File: src/rtl/spi_frame_rx.sv
// SPI mode-0 slave front end: oversamples SCLK/CS_N/MOSI in the clk domain,
// assembles one FRAME_BITS command frame per chip-select window and returns RESP_BITS on MISO.
module spi_frame_rx #(
  parameter int unsigned FRAME_BITS  = 100,
  parameter int unsigned RESP_BITS   = 32,
  parameter int unsigned SYNC_STAGES = 2
) (
  input  logic                  clk,
  input  logic                  reset_n,
  input  logic                  spi_sclk,
  input  logic                  spi_cs_n,
  input  logic                  spi_mosi,
  output logic                  spi_miso,
  input  logic [RESP_BITS-1:0]  resp_data,
  output logic [FRAME_BITS-1:0] frame_data,
  output logic                  frame_valid,
  output logic                  frame_err,
  output logic                  busy
);

  localparam int unsigned CNT_W = $clog2(FRAME_BITS + 1);

  typedef enum logic [1:0] {IDLE, SHIFT, HOLD} state_t;

  logic [SYNC_STAGES-1:0] sclk_sync, cs_sync, mosi_sync;
  logic                   sclk_prev, cs_prev;
  logic                   started, armed;
  logic                   sclk_s, cs_s, mosi_s;
  logic                   sclk_rise, sclk_fall, cs_rise, cs_fall;

  state_t                 state, state_n;
  logic [CNT_W-1:0]       cnt, cnt_n;
  logic [FRAME_BITS-1:0]  sr, sr_n, data_n;
  logic [RESP_BITS-1:0]   resp_sr, resp_n;
  logic                   miso_n, valid_n, err_n, overrun, overrun_n;

  assign sclk_s = sclk_sync[SYNC_STAGES-1];
  assign cs_s   = cs_sync[SYNC_STAGES-1];
  assign mosi_s = mosi_sync[SYNC_STAGES-1];

  assign sclk_rise = sclk_s & ~sclk_prev;
  assign sclk_fall = ~sclk_s & sclk_prev;
  assign cs_rise   = cs_s & ~cs_prev;
  // A window only opens after CS_N has been seen high at the pin since reset,
  // so a CS_N already low when reset releases cannot start a frame.
  assign cs_fall   = armed & ~cs_s & cs_prev;

  always_ff @(posedge clk or negedge reset_n) begin
    if (!reset_n) begin
      sclk_sync <= '0;
      cs_sync   <= '1;
      mosi_sync <= '0;
      sclk_prev <= 1'b0;
      cs_prev   <= 1'b1;
      started   <= 1'b0;
      armed     <= 1'b0;
    end else begin
      sclk_sync <= {sclk_sync[SYNC_STAGES-2:0], spi_sclk};
      cs_sync   <= {cs_sync[SYNC_STAGES-2:0], spi_cs_n};
      mosi_sync <= {mosi_sync[SYNC_STAGES-2:0], spi_mosi};
      sclk_prev <= sclk_s;
      cs_prev   <= cs_s;
      started   <= 1'b1;
      if (started && cs_sync[0]) armed <= 1'b1;
    end
  end

  always_ff @(posedge clk or negedge reset_n) begin
    if (!reset_n) begin
      state       <= IDLE;
      cnt         <= '0;
      sr          <= '0;
      resp_sr     <= '0;
      spi_miso    <= 1'b0;
      frame_data  <= '0;
      frame_valid <= 1'b0;
      frame_err   <= 1'b0;
      overrun     <= 1'b0;
    end else begin
      state       <= state_n;
      cnt         <= cnt_n;
      sr          <= sr_n;
      resp_sr     <= resp_n;
      spi_miso    <= miso_n;
      frame_data  <= data_n;
      frame_valid <= valid_n;
      frame_err   <= err_n;
      overrun     <= overrun_n;
    end
  end

  always_comb begin
    state_n   = state;
    cnt_n     = cnt;
    sr_n      = sr;
    resp_n    = resp_sr;
    miso_n    = spi_miso;
    data_n    = frame_data;
    valid_n   = 1'b0;
    err_n     = 1'b0;
    overrun_n = overrun;
    unique case (state)
      IDLE: begin
        miso_n = 1'b0;
        if (cs_fall) begin
          state_n   = SHIFT;
          cnt_n     = '0;
          sr_n      = '0;
          resp_n    = resp_data;
          miso_n    = resp_data[RESP_BITS-1];
          overrun_n = 1'b0;
        end
      end
      SHIFT: begin
        if (cs_rise) begin
          state_n = IDLE;
          err_n   = 1'b1;
          miso_n  = 1'b0;
        end else if (sclk_rise) begin
          sr_n    = sr << 1;
          sr_n[0] = mosi_s;
          if (cnt != CNT_W'(FRAME_BITS)) cnt_n = cnt + CNT_W'(1);
          if (cnt == CNT_W'(FRAME_BITS - 1)) begin
            data_n  = sr_n;
            valid_n = 1'b1;
            state_n = HOLD;
          end
        end
      end
      HOLD: begin
        if (cs_rise) begin
          state_n = IDLE;
          err_n   = overrun;
          miso_n  = 1'b0;
        end else if (sclk_rise) begin
          overrun_n = 1'b1;
        end
      end
      default: state_n = IDLE;
    endcase
    // Response keeps shifting (zero-filled) for the whole window, so MISO reads 0 once drained.
    if (state != IDLE && !cs_rise && sclk_fall) begin
      resp_n = resp_sr << 1;
      miso_n = resp_n[RESP_BITS-1];
    end
  end

  assign busy = (state != IDLE);

endmodule

File: config.mk
export PLATFORM = sky130hd
export DESIGN_NAME = spi_frame_rx
export DESIGN_NICKNAME = d
export VERILOG_FILES = /design/src/rtl/spi_frame_rx.sv
export SDC_FILE = /design/constraint.sdc
export NUM_CORES = 1
export LEC_CHECK = 0
export CAP_MARGIN = 20
export CORE_MARGIN = 1.5
export CORE_UTILIZATION = 60
export DETAILED_ROUTE_END_ITERATION = 8
export MAX_ROUTING_LAYER = met4
export PLACE_DENSITY_LB_ADDON = 0.3
export SYNTH_ARGS = -nofsm -noshare
export SYNTH_HDL_FRONTEND = slang
export SYNTH_SLANG_ARGS = --single-unit
File: constraint.sdc
create_clock -name clk -period 5.32 [get_ports clk]
set_clock_uncertainty 0.2 [all_clocks]
set_input_delay 0.532 -clock clk [delete_from_list [all_inputs] [get_ports clk]]
set_output_delay 0.532 -clock clk [all_outputs]
set_load 0.02 [all_outputs]
* Word level (Yosys, flattened, before mapping)
Cells that the tools add are included.
** Storage, ports and cells
- Bits in registers :: 253
- Output and inout bits :: 104
- Input bits :: 37
** Cells by class
- Bitwise gates (word level) :: 10
- Equal/unequal tests :: 14
- Reduce and logical (&&, ||, !) cells :: 19
- Multiplexer cells :: 33
- Add/sub/neg operators :: 1
** Operator list (number)
- 99-bit two-way mux :: 3
- 99-bit case mux with 2 select lines :: 1
- 31-bit two-way mux :: 3
- 7-bit two-way mux :: 4
- 4-bit AND reduction :: 4
- 2-bit inequality test, second input constant :: 7
- 7-bit case mux with 2 select lines :: 1
- 1-bit two-way mux :: 12
- 2-bit two-way mux :: 5
- 2-bit nonzero test :: 5
- 7-bit by 1-bit adder with 7-bit output, second input constant :: 1
- 7-bit == test, second input constant :: 1
- 7-bit inequality test, second input constant :: 1
- 3-bit inequality test, second input constant :: 2
- 1-bit case mux with 2 select lines :: 3
- 2-bit case mux with 3 select lines :: 1
- 1-bit bitwise AND :: 5
- 1-bit NOT :: 5
- 5-bit AND reduction :: 1
- 2-bit AND reduction :: 2
- 1-bit logical AND :: 3
- 3-bit by 1-bit inequality test with 1-bit output, second input constant :: 1
- 3-bit nonzero test :: 1
- 2-bit by 1-bit == test with 1-bit output, second input constant :: 1
- 4 further kinds :: 4

* Logic depth before layout (Yosys ltp)
Gate-level depths: netlist (run 1).
- Word-level depth :: 7
- Mapped depth :: 10

* Least setup slack after synthesis (run 1)
Ideal clock, no wire load.
- Kind :: reg2reg
- Start :: register state[1]
- End :: register sr[88]
- Buffers on the path :: 4
- Period minus slack after synthesis :: 2066 ps
- Stages on the path, launching flop included :: 11
- Data arrival time :: 1787 ps
- Setup slack :: 3254 ps
- Data required time :: 5041 ps
- Setup time :: 79 ps
- Path through :: dfrtp_1 > inv_1 > ha_1 > buf_2 > nor2b_1 > a31oi_1 > a21oi_1 > buf_2 > buf_4 > buf_6 > mux2i_1
** On the way
- Longest elaborated chain between the ends :: 3
- Elaborated cells on any way between the ends :: 8
- Classes of those cells :: eq/ne: 4; mux: 1; reduce/logical: 3
** RTL lines
- from (decl) :: RTL line 31 : state_t state, state_n;
- from (signal assigned) :: RTL line 80 : state <= state_n;
- 2-bit by 1-bit == test with 1-bit output or 2-bit logical NOT (tied branches) :: RTL line 102 : unique case (state)
- 2-bit inequality test (no source line) or 2-bit nonzero test (tied branches)
- 4-bit AND reduction (no source line)
- to (signal assigned) :: RTL line 82 : sr <= sr_n;
- to (decl) :: RTL line 33 : logic [FRAME_BITS-1:0] sr, sr_n, data_n;
Parallel ways exist; a longest one is shown, timed or not.
A chain may end at the register's enable or synchronous reset.

* Final worst setup path (run 1)
- Start :: register state[1]
- End :: register sr[47]
The elaborated chain is that of the path after synthesis.

==> results of run 1 <==
==> cell usage in the layout (no fill, tap or decap), types with 2 or more instances in the layout <==
| cell type | instances |
|---|---|
| nand2_1 | 168 |
| clkinv_2 | 4 |
| inv_1 | 107 |
| dfrtp_1 | 250 |
| buf_8 | 2 |
| clkbuf_16 | 27 |
| o21ai_0 | 3 |
| nor2_1 | 6 |
| buf_12 | 2 |
| a211o_1 | 3 |
| mux2_2 | 12 |
| ha_1 | 5 |
| a21oi_1 | 5 |
| a31oi_1 | 2 |
| a22oi_1 | 31 |
| clkdlybuf4s50_1 | 139 |
| clkbuf_1 | 9 |
| dfstp_2 | 3 |
| o2bb2ai_1 | 2 |
| mux2i_1 | 100 |
| buf_4 | 4 |
| nand3_1 | 2 |
| mux2_4 | 89 |
| clkbuf_8 | 5 |
| xnor2_1 | 2 |
| and3_1 | 5 |
| nor2b_1 | 4 |
==> per-stage QoR <==
| step | power (mW) | cells |
|---|---|---|
| 6_report | 4.875 | 1245 |
| 3_3_place_gp | 3.117 | 1197 |
| 5_1_grt | 5.109 | 1245 |
| 2_1_floorplan | 2.903 | 868 |
| 3_5_place_dp | 3.153 | 1198 |
| 4_1_cts | 4.919 | 1244 |
==> flip-flops by register name, summed over array words and instances (netlist names), 2 cells and up <==
signal      count
resp_sr        31
sclk_sync       2
state           2
cs_sync         2
sr             99
cnt             7
mosi_sync       2
frame_data    100
==> Yosys cell counts, drive strengths merged (2+ instances only) <==
library cell	n	share of area, %
buf	26	2.6
and3	6	0.39
xnor2	2	0.16
a2111oi	2	0.39
nand2b	2	0.14
a21oi	6	0.27
mux2i	100	9.2
o21ai	4	0.22
ha	6	0.69
clkbuf	20	0.69
mux2	101	13
a211o	3	0.24
nor2	6	0.21
dfstp	3	0.72
nand2	168	5.8
inv	107	3.7
nor2b	4	0.23
dfrtp	250	57
a22oi	31	2.1
a31oi	3	0.17
nand3	3	0.25
o2bb2ai	2	0.16
==> cell families after synthesis <==
family	Yosys count
other cells	1
buf+inv	153
fa+ha+maj	6
xor+xnor	2
mux	201
compound gates	57
flops	253
simple gates	195
==> final cells by class <==
cell class              count  share of cell area (%)
flip-flops and latches    253                   47.95
multi-input cells         462                   29.20
repair buffers            148                   11.37
clock buffers              41                   5.890
inverters                 107                   3.040
well taps                 229                   2.169
clock inverters             5                  0.3788
==> metal layers <==
| layer | track usage, % | share of wire [%] | wire (um) |
|---|---|---|---|
| met5 | - | 0 | 0 |
| met1 | 31.73 | 48 | 9379 |
| met2 | 33.61 | 46 | 9065 |
| met3 | 3.728 | 4.4 | 865 |
| met4 | 5.498 | 2.0 | 393 |
==> power groups by stage <==
stage / Sequential [mW] / Clock, mW / Combinational, mW
after floorplan: 2.19 / 0 / 0.709
after global placement: 2.21 / 0 / 0.904
after detailed placement: 2.22 / 0 / 0.938
after CTS: 2.19 / 1.79 / 0.938
after global routing: 2.21 / 1.87 / 1.03
final: 2.19 / 1.76 / 0.930
==> worst paths after layout <==
kind	to	slack (ps)	cells after the start
hold / removal	frame_data[51]$_DFFE_PN0P_	1	1
hold reg to reg	sclk_sync[1]$_DFF_PN0_	160	0
min in group clk	sclk_sync[1]$_DFF_PN0_	160	0
setup reg to reg	sr[47]$_DFFE_PN0P_	2050	7
setup / recovery	sr[47]$_DFFE_PN0P_	2050	7
max in group asynchronous	cs_sync[0]$_DFF_PN1_	3780	2
==> metrics.md, run 1 <==
| Metric | Value |
|---|---|
| Status | `finished, final reports clean` |
| Distinct cells, synth | `44` |
| Post-synth net total | `911` |
| Chip width | `138.0 um` |
| Max transition margin | `27.97%` |
| CTS tree | `yes` |
| Initial core utilization | `61.05%` |
| Worst setup margin | `2050 ps` |
| Combinational cell fraction of total power | `19.1%` |
| First-pass GRT wire length | `33110 um` |
| Grt total ovfl | `0` |
| DR iter-0 viols | `332` |
| Crit path launch | `state[1]$_DFFE_PN0P_` |
| Synthesized-area fraction occupied by adder cells | `0.6869%` |
| Die H | `138.0 um` |
| Vias per Instance | `5.263` |
| Layout area overhead | `20.89%` |
| Endpoints failing hold | `0` |
| Post-synthesis sequential area ratio | `57.96%` |
| Initial antenna violation count | `0` |
| Compound-Gate Fraction of Synth Area | `4.064%` |
| Clock Latency Late Sink | `510 ps` |
| RR Startpoint | `state[1]$_DFFE_PN0P_` |
| # resized after CTS | `0` |
| Fillers | `1211` |
| Internal power | `3.491 mW` |
| DR pass1 iterations | `4` |
| Cell count after synthesis | `868` |
| WP data required | `5540 ps` |
| Postcts setup bufs | `0` |
| Clock power share | `36.0%` |
| Rows | `49` |
| Share of flip-flops with an asynchronous set or reset | `100.0%` |
| Tot GR Track Use | `22.23%` |
| Total vias in the final route | `6552` |
| Worst-Margin Slew | `1080 ps` |
| Die footprint | `0.01903 mm^2` |
| Minimum clock period | `3270 ps` |
| Largest net degree at the start of global routing | `151` |
| Top FF cell, synth | `dfrtp_1` |
| Number of max-cap violations | `0` |
| Placed Area | `0.01237 mm^2` |
| Vias in the first global route | `6558` |
| Crit path max-delay family | `compound AO/OA/AOI/OAI gates` |
| Post-DP HPWL | `12230 um` |
| Switching share of power | `28.39%` |
| Power Density | `369.0 mW/mm^2` |
| Synth Area per Inst | `12.59 um^2` |
| RSZ-0062 raised after global routing | `false` |
| Largest family of logic cells by synthesized area | `multiplexers` |
| Setup TNS | `0 ps` |
| Setup violators final | `0` |
| Drt drc | `0` |
| Total Nets Final | `1041` |
| FF+latch area | `0.006335 mm^2` |
| Syn. warnings | `0` |
| Inserted Clock Buffers | `26` |
| Critical path capture point type | `flip-flop` |
| Port bufs | `140` |
| CP max-delay cell | `a21oi_4` |
| Clock-pin slew on the worst setup and hold paths | `60 ps` |
| Detailed Route WL | `19700 um` |
| CTS H-tree lvls | `1` |
| Leak | `6.260 nW` |
| Post-CTS Hold Buffers | `0` |
| DR WL/cell | `15.83 um` |
| Sw power | `1.384 mW` |
| Layout cell share with drive strength beyond 1 | `15.75%` |
| Simple logic cell fraction of the synthesized area | `7.464%` |
| Bufs and invs on worst path | `2` |
| Fin crit share | `61.46%` |
| Crit Path Max Fanout | `84` |
| Crit path arrival time | `3490 ps` |
| N_diodes | `0` |
| Post-place setup slack | `2094 ps` |
| Final max-slew violation count | `0` |
| Design Area, Final | `0.01321 mm^2` |
| VDD IR max | `0.2508 mV` |
| IO Count | `141` |
| Number of synthesized flops with an enable pin | `0` |
| Mux contribution to synthesized area | `22.62%` |
| GPL Wtd Cong | `0.7911` |
| Area of the multi-input gates | `0.003859 mm^2` |
| Final core occ | `73.80%` |
| Clock buffer depth | `3` |
| Synth Cell Area | `0.01093 mm^2` |
| Slowest stage delay, CP | `600 ps` |
| Crit-path cells | `inv_1, ha_1, nor2b_1, a31oi_1, a21oi_4, buf_12, mux2i_1` |
| Hold Path Class | `input pin to async pin` |
| Post-synthesis register bit count | `253` |
| Xor/xnor share of the synthesized area | `0.1603%` |
| CTS root buf | `clkbuf_16` |
| Flop pwr share | `44.9%` |
| Fmax | `305.8 MHz` |
| Routed Antenna Nets | `0` |
| Final hold slack | `1.434 ps` |
| Critical path class | `flip-flop to flip-flop` |
| Crit start category | `flip-flop` |
| TritonCTS Sinks | `253` |
| Placeable Area | `0.01790 mm^2` |
Power figures use the tool's default switching activity.
==> inputs of run 2 (changes only) <==
Settings changed: CORE_UTILIZATION 60 to 55.
Clock period 5.32 ns to 3.3 ns, I/O delays scaled along.
==> run 2 against run 1 <==
Against the previous run: power increased by 65%; utilization decreased by 4.8 points; hold slack improved by 21 ps; count of clock-buffer cells in the layout decreased by 6; sequential power increased by 61%; sequential cell count unchanged; highest routed layer unchanged; sequential share of layout area decreased by 0.80 points; critical path type unchanged; register-to-register slack got worse by 1500 ps.
==> metrics.md, run 2 (same netlist as run 1, synthesis figures left out) <==
| Metric | Value |
|---|---|
| Layout area overhead | `22.94%` |
| CTS tree | `yes` |
| Setup TNS | `0 ps (unchanged)` |
| Critical path capture point type | `flip-flop` |
| Clock-pin slew on the worst setup and hold paths | `60 ps (about the same)` |
| Grt total ovfl | `0 (unchanged)` |
| Vias per Instance | `5.120 (-2.7%)` |
| Detailed Route WL | `20410 um (+3.6%)` |
| Number of max-cap violations | `0 (unchanged)` |
| CTS H-tree lvls | `1 (unchanged)` |
| GRT met1 Usage | `28.40% (-3.3 points)` |
| Most frequent cells in the layout | `dfrtp_1, nand2_1, clkdlybuf4s50_1` |
| M2 GR Usage | `33.04% (-0.57 points)` |
| Fmax | `359.5 MHz (+18%)` |
| Fillers | `1432 (+18%)` |
| Met3 GRT Util | `3.599% (-0.13 points)` |
| Final Power | `8.053 mW (+65%)` |
| DR WL/cell | `15.81 um (about the same)` |
| Hold Path Class | `input pin to flip-flop` |
| Crit path max-delay family | `compound AO/OA/AOI/OAI gates` |
| Crit start category | `flip-flop` |
| Inserted Clock Buffers | `27 (+3.8%)` |
| RSZ-0062 raised after global routing | `false` |
| Commonest non-fill, non-tap cell in the layout | `dfrtp_1` |
| Max transition margin | `47.36% (+19 points)` |
| Drt drc | `0 (unchanged)` |
| Biggest regs | `frame_data (100), sr (99), resp_sr (31)` |
| Largest register FFs | `100 (unchanged)` |
| Fin crit share | `84.30% (+23 points)` |
| GPL Wtd Cong | `0.8477 (+7.2%)` |
| Port bufs | `140 (unchanged)` |
| DP Cell Count | `1244 (+3.8%)` |
| Total Nets Final | `1052 (+1.1%)` |
| Bufs and invs on worst path | `2 (unchanged)` |
| Post-place setup slack | `529.9 ps (-1564 ps)` |
| Vias in the first global route | `6644 (+1.3%)` |
| Setup violators final | `0 (unchanged)` |
| Minimum clock period | `2782 ps (-487.8 ps)` |
| CTS root buf | `clkbuf_16` |
| N_diodes | `0 (unchanged)` |
| Final max-slew violation count | `0 (unchanged)` |
| Leak | `6.359 nW (+1.6%)` |
| DR iter-0 viols | `314 (-5.4%)` |
| DR pass1 iterations | `4 (unchanged)` |
| Clock Latency Late Sink | `510 ps (about the same)` |
| Routed Antenna Nets | `0 (unchanged)` |
| First-pass GRT wire length | `33830 um (+2.2%)` |
| Crit Path Max Fanout | `14 (-83%)` |
| Placeable Area | `0.01946 mm^2 (+8.7%)` |
| Die H | `144.0 um (+4.3%)` |
| Layout cell share with drive strength beyond 1 | `16.86% (+1.1 points)` |
| VDD IR max | `0.4028 mV (+61%)` |
| TritonCTS Sinks | `253 (unchanged)` |
| Initial antenna violation count | `0 (unchanged)` |
| IO Count | `141 (unchanged)` |
| Die footprint | `0.02073 mm^2 (+8.9%)` |
| Post-DP HPWL | `13130 um (+7.3%)` |
| CP max-delay cell | `a21oi_4` |
| Initial core utilization | `56.16% (-4.9 points)` |
| Largest net degree at the start of global routing | `102 (-32%)` |
| Worst setup margin | `518.1 ps (-1532 ps)` |
| Chip width | `144.0 um (+4.3%)` |
| Worst-Margin Slew | `789.6 ps (-290.8 ps)` |
| Crit path arrival time | `3020 ps (-470 ps)` |
| Tot GR Track Use | `20.92% (-1.3 points)` |
| Slowest stage delay, CP | `490 ps (-110 ps)` |
| Clock buffer depth | `3 (unchanged)` |
| Total vias in the final route | `6610 (+0.89%)` |
| WP data required | `3530 ps (-2010 ps)` |
| Critical path class | `flip-flop to flip-flop` |
| Largest Register | `frame_data` |
| GRT Max-Usage Layer | `met2` |
| Status | `finished, final reports clean` |
| Power Density | `599.3 mW/mm^2 (+62%)` |
| Endpoints failing hold | `0 (unchanged)` |
| Final cell count without fillers | `1291 (+3.7%)` |
| Rows | `51 (+4.1%)` |
| Crit-path cells | `inv_1, ha_1, nor2b_1, a31oi_1, a21oi_4, buf_4, mux2i_1` |
## run 2: layout make-up
class	count	area, um^2	area share, %
Inverter	107	401.6	2.989
Clock inverter	11	130.1	0.9684
Sequential cell	253	6335	47.15
Timing Repair Buffer	158	1644	12.24
Multi-Input combinational cell	462	3859	28.72
Tap cell	265	331.6	2.468
Clock buffer	35	735.7	5.475
## run 2: power by group
group,internal (mW),switching [mW]
combinational,0.640,0.930
sequential,3.36,0.172
clock,1.79,1.16
total,5.79,2.26
## run 2: what timing repair did
action | CTS | global route
buffers inserted | 0 | 0
hold buffers | 1 | 0
endpoints found under the hold margin | 92 | 0
gates resized for setup | 0 | 0
## run 2: per-stage QoR
step,hold WS [ps],area (um^2),util (%)
after detailed placement,134.7,12560,64.54
final,22.51,13440,69.04
after global placement,134.4,12560,64.54
after CTS,4.966,13440,69.04
after global routing,27.94,13440,69.04
after floorplan,-165.6,10930,-
## run 2: worst paths after layout
kind / from / end / slack [ps] / depth (start not counted)
min in group asynchronous: reset_n / frame_data[83]$_DFFE_PN0P_ / 250 / 2
max in group asynchronous: reset_n / sr[96]$_DFFE_PN0P_ / 1880 / 3
hold / removal: spi_cs_n / cs_sync[0]$_DFF_PN1_ / 20 / 1
setup reg to reg: state[1]$_DFFE_PN0P_ / sr[45]$_DFFE_PN0P_ / 520 / 7
hold reg to reg: mosi_sync[0]$_DFF_PN0_ / mosi_sync[1]$_DFF_PN0_ / 150 / 0
setup / recovery: state[1]$_DFFE_PN0P_ / sr[45]$_DFFE_PN0P_ / 520 / 7
## run 2: per-layer routing
| metal | wire [um] | vias up |
|---|---|---|
| met5 | 0 | - |
| met4 | 278 | 0 |
| met3 | 1109 | 24 |
| met2 | 9769 | 158 |
| met1 | 9256 | 3320 |
| li1 | - | 3108 |
==> inputs of run 3 (changes only) <==
Clock period 3.3 ns to 2.6 ns, I/O delays scaled along.
==> run 3 against run 2 <==
Against the previous run: sequential share of layout area barely moved; non-clock buffer count rose by 5; first-iteration DRC count fell by 2.2%; die area did not move; power rose by 25%; critical path depth did not move; via count fell by 0.38%; worst setup slack got worse by 170 ps; clock power rose by 20%; utilization rose by 0.058 points; largest power group unchanged; sequential power rose by 27%; global-route usage rose by 0.48 points; highest routed layer unchanged.
==> metrics.md, run 3 (same netlist as run 1, synthesis figures left out) <==
| Metric | Value |
|---|---|
| Worst-Margin Slew | `826.4 ps (+36.79 ps)` |
| Initial antenna violation count | `0 (unchanged)` |
| Layout cell share with drive strength beyond 1 | `16.49% (-0.37 points)` |
| DP Cell Count | `1247 (+0.24%)` |
| Worst reg-to-reg setup slack | `350 ps (-170 ps)` |
| Biggest regs | `frame_data (100), sr (99), resp_sr (31)` |
| Max transition margin | `44.91% (-2.5 points)` |
| Tot GR Track Use | `21.40% (+0.48 points)` |
| DR iter-0 viols | `307 (-2.2%)` |
| Initial core utilization | `56.16% (unchanged)` |
| Rows | `51 (unchanged)` |
| Met2 WL post-DR | `9507 um (-2.7%)` |
| Crit-path cells | `inv_1, ha_1, nor2b_1, a31oi_1, a21oi_4, buf_12, mux2i_1` |
| Slowest stage delay, CP | `420 ps (-70 ps)` |
| CTS root buf | `clkbuf_16` |
| Drt drc | `0 (unchanged)` |
| Postcts setup bufs | `0 (unchanged)` |
| TritonCTS Sinks | `253 (unchanged)` |
| Detailed Route WL | `20370 um (-0.19%)` |
| Crit Path Max Fanout | `30 (+16)` |
| Die footprint | `0.02073 mm^2 (unchanged)` |
| First-pass GRT wire length | `34440 um (+1.8%)` |
| DR WL/cell | `15.79 um (-0.11%)` |
| Final core occ | `69.10% (about the same)` |
| Leak | `6.363 nW (about the same)` |
| Critical path class | `flip-flop to flip-flop` |
| Inserted Clock Buffers | `25 (-7.4%)` |
| Final Power | `10.07 mW (+25%)` |
| DR top layer | `met4` |
| Number of max-cap violations | `0 (unchanged)` |
| Clock Latency Late Sink | `510 ps (about the same)` |
| IO Count | `141 (unchanged)` |
| Post-DP HPWL | `12950 um (-1.4%)` |
| Final max-slew violation count | `0 (unchanged)` |
| Status | `finished, final reports clean` |
| Final hold slack | `81.51 ps (+59.00 ps)` |
| Design Area, Final | `0.01345 mm^2 (about the same)` |
| GPL Wtd Cong | `0.7718 (-9.0%)` |
| Crit path max-delay family | `compound AO/OA/AOI/OAI gates` |
| Hold Path Class | `input pin to flip-flop` |
| Largest net degree at the start of global routing | `81 (-21%)` |
| M1 wire length | `9234 um (-0.24%)` |
| Routed Antenna Nets | `0 (unchanged)` |
| Bufs and invs on worst path | `2 (unchanged)` |
| Commonest non-fill, non-tap cell in the layout | `dfrtp_1` |
| Vias in the first global route | `6787 (+2.2%)` |
| Endpoints failing hold | `0 (unchanged)` |
| WP data required | `2820 ps (-710 ps)` |
| CP max-delay cell | `dfrtp_1` |
| Largest Register | `frame_data` |
| Setup TNS | `0 ps (unchanged)` |
| Fmax | `444.4 MHz (+24%)` |
| Fin crit share | `86.54% (+2.2 points)` |
| Total vias in the final route | `6585 (-0.38%)` |
| VDD IR max | `0.5836 mV (+45%)` |
| Port bufs | `140 (unchanged)` |
| Grt total ovfl | `0 (unchanged)` |
| Chip width | `144.0 um (unchanged)` |
| CTS tree | `yes` |
| Post-place setup slack | `361.6 ps (-168.3 ps)` |
| Vias per Instance | `5.105 (-0.30%)` |
| Worst setup margin | `349.8 ps (-168.3 ps)` |
| DR pass1 iterations | `4 (unchanged)` |
| Largest register FFs | `100 (unchanged)` |
| Minimum clock period | `2250 ps (-531.7 ps)` |
| Die H | `144.0 um (unchanged)` |
| Placed Area | `0.01262 mm^2 (+0.48%)` |
| Crit start category | `flip-flop` |
| Power Density | `749.0 mW/mm^2 (+25%)` |
| Crit path arrival time | `2470 ps (-550 ps)` |
| CTS H-tree lvls | `1 (unchanged)` |
| WL met3 | `1287 um (+16%)` |
| Clock-pin slew on the worst setup and hold paths | `60 ps (about the same)` |
| Most frequent cells in the layout | `dfrtp_1, nand2_1, clkdlybuf4s50_1` |
| Placeable Area | `0.01946 mm^2 (unchanged)` |
| Setup violators final | `0 (unchanged)` |
| Total Nets Final | `1055 (+0.29%)` |
| Layout area overhead | `23.05% (about the same)` |
| RSZ-0062 raised after global routing | `false` |
| Final cell count without fillers | `1290 (-0.077%)` |
| Clock buffer depth | `3 (unchanged)` |
| Critical path capture point type | `flip-flop` |
| N_diodes | `0 (unchanged)` |
-- run 3: layer usage --
| layer | vias to the layer above | global-route usage (%) |
|---|---|---|
| li1 | 3108 | - |
| met5 | - | - |
| met4 | 0 | 5.478 |
| met3 | 29 | 4.798 |
| met1 | 3289 | 28.66 |
| met2 | 159 | 33.22 |
-- run 3: power by group --
part	total, mW	switching (mW)	internal [mW]
logic	2.05	1.20	0.857
registers	4.47	0.211	4.26
clock network	3.55	1.42	2.13
total	10.1	2.82	7.25
-- run 3: layout make-up --
class | instances | area, um^2
flip-flops and latches | 253 | 6335
clock buffers | 34 | 689.4
inverters | 107 | 401.6
multi-input cells | 462 | 3859
repair buffers | 163 | 1727
fillers | 1414 | 6015
well taps | 265 | 331.6
clock inverters | 6 | 105.1
-- run 3: final timing paths --
check,startpoint,end,cells after the start
max,state[0]$_DFFE_PN0P_,sr[48]$_DFFE_PN0P_,7
min,spi_mosi,mosi_sync[0]$_DFF_PN0_,1
max reg2reg,state[0]$_DFFE_PN0P_,sr[48]$_DFFE_PN0P_,7
min reg2reg,sclk_sync[0]$_DFF_PN0_,sclk_sync[1]$_DFF_PN0_,0
max in group asynchronous,reset_n,cs_sync[0]$_DFF_PN1_,3
min in group asynchronous,reset_n,sr[83]$_DFFE_PN0P_,2
-- run 3: repair_timing --
action / CTS / global route
setup endpoints to repair: 0 / 1
hold buffers: 3 / 0
gates resized for setup: 0 / 1
hold endpoints to repair: 234 / 0
-- run 3: worst reg2reg max path, stage by stage (launching register included) --
cell     delay (ps)
dfrtp_1         420
inv_1           120
ha_1            170
nor2b_1         250
a31oi_1         110
a21oi_4         360
buf_12          300
mux2i_1         250
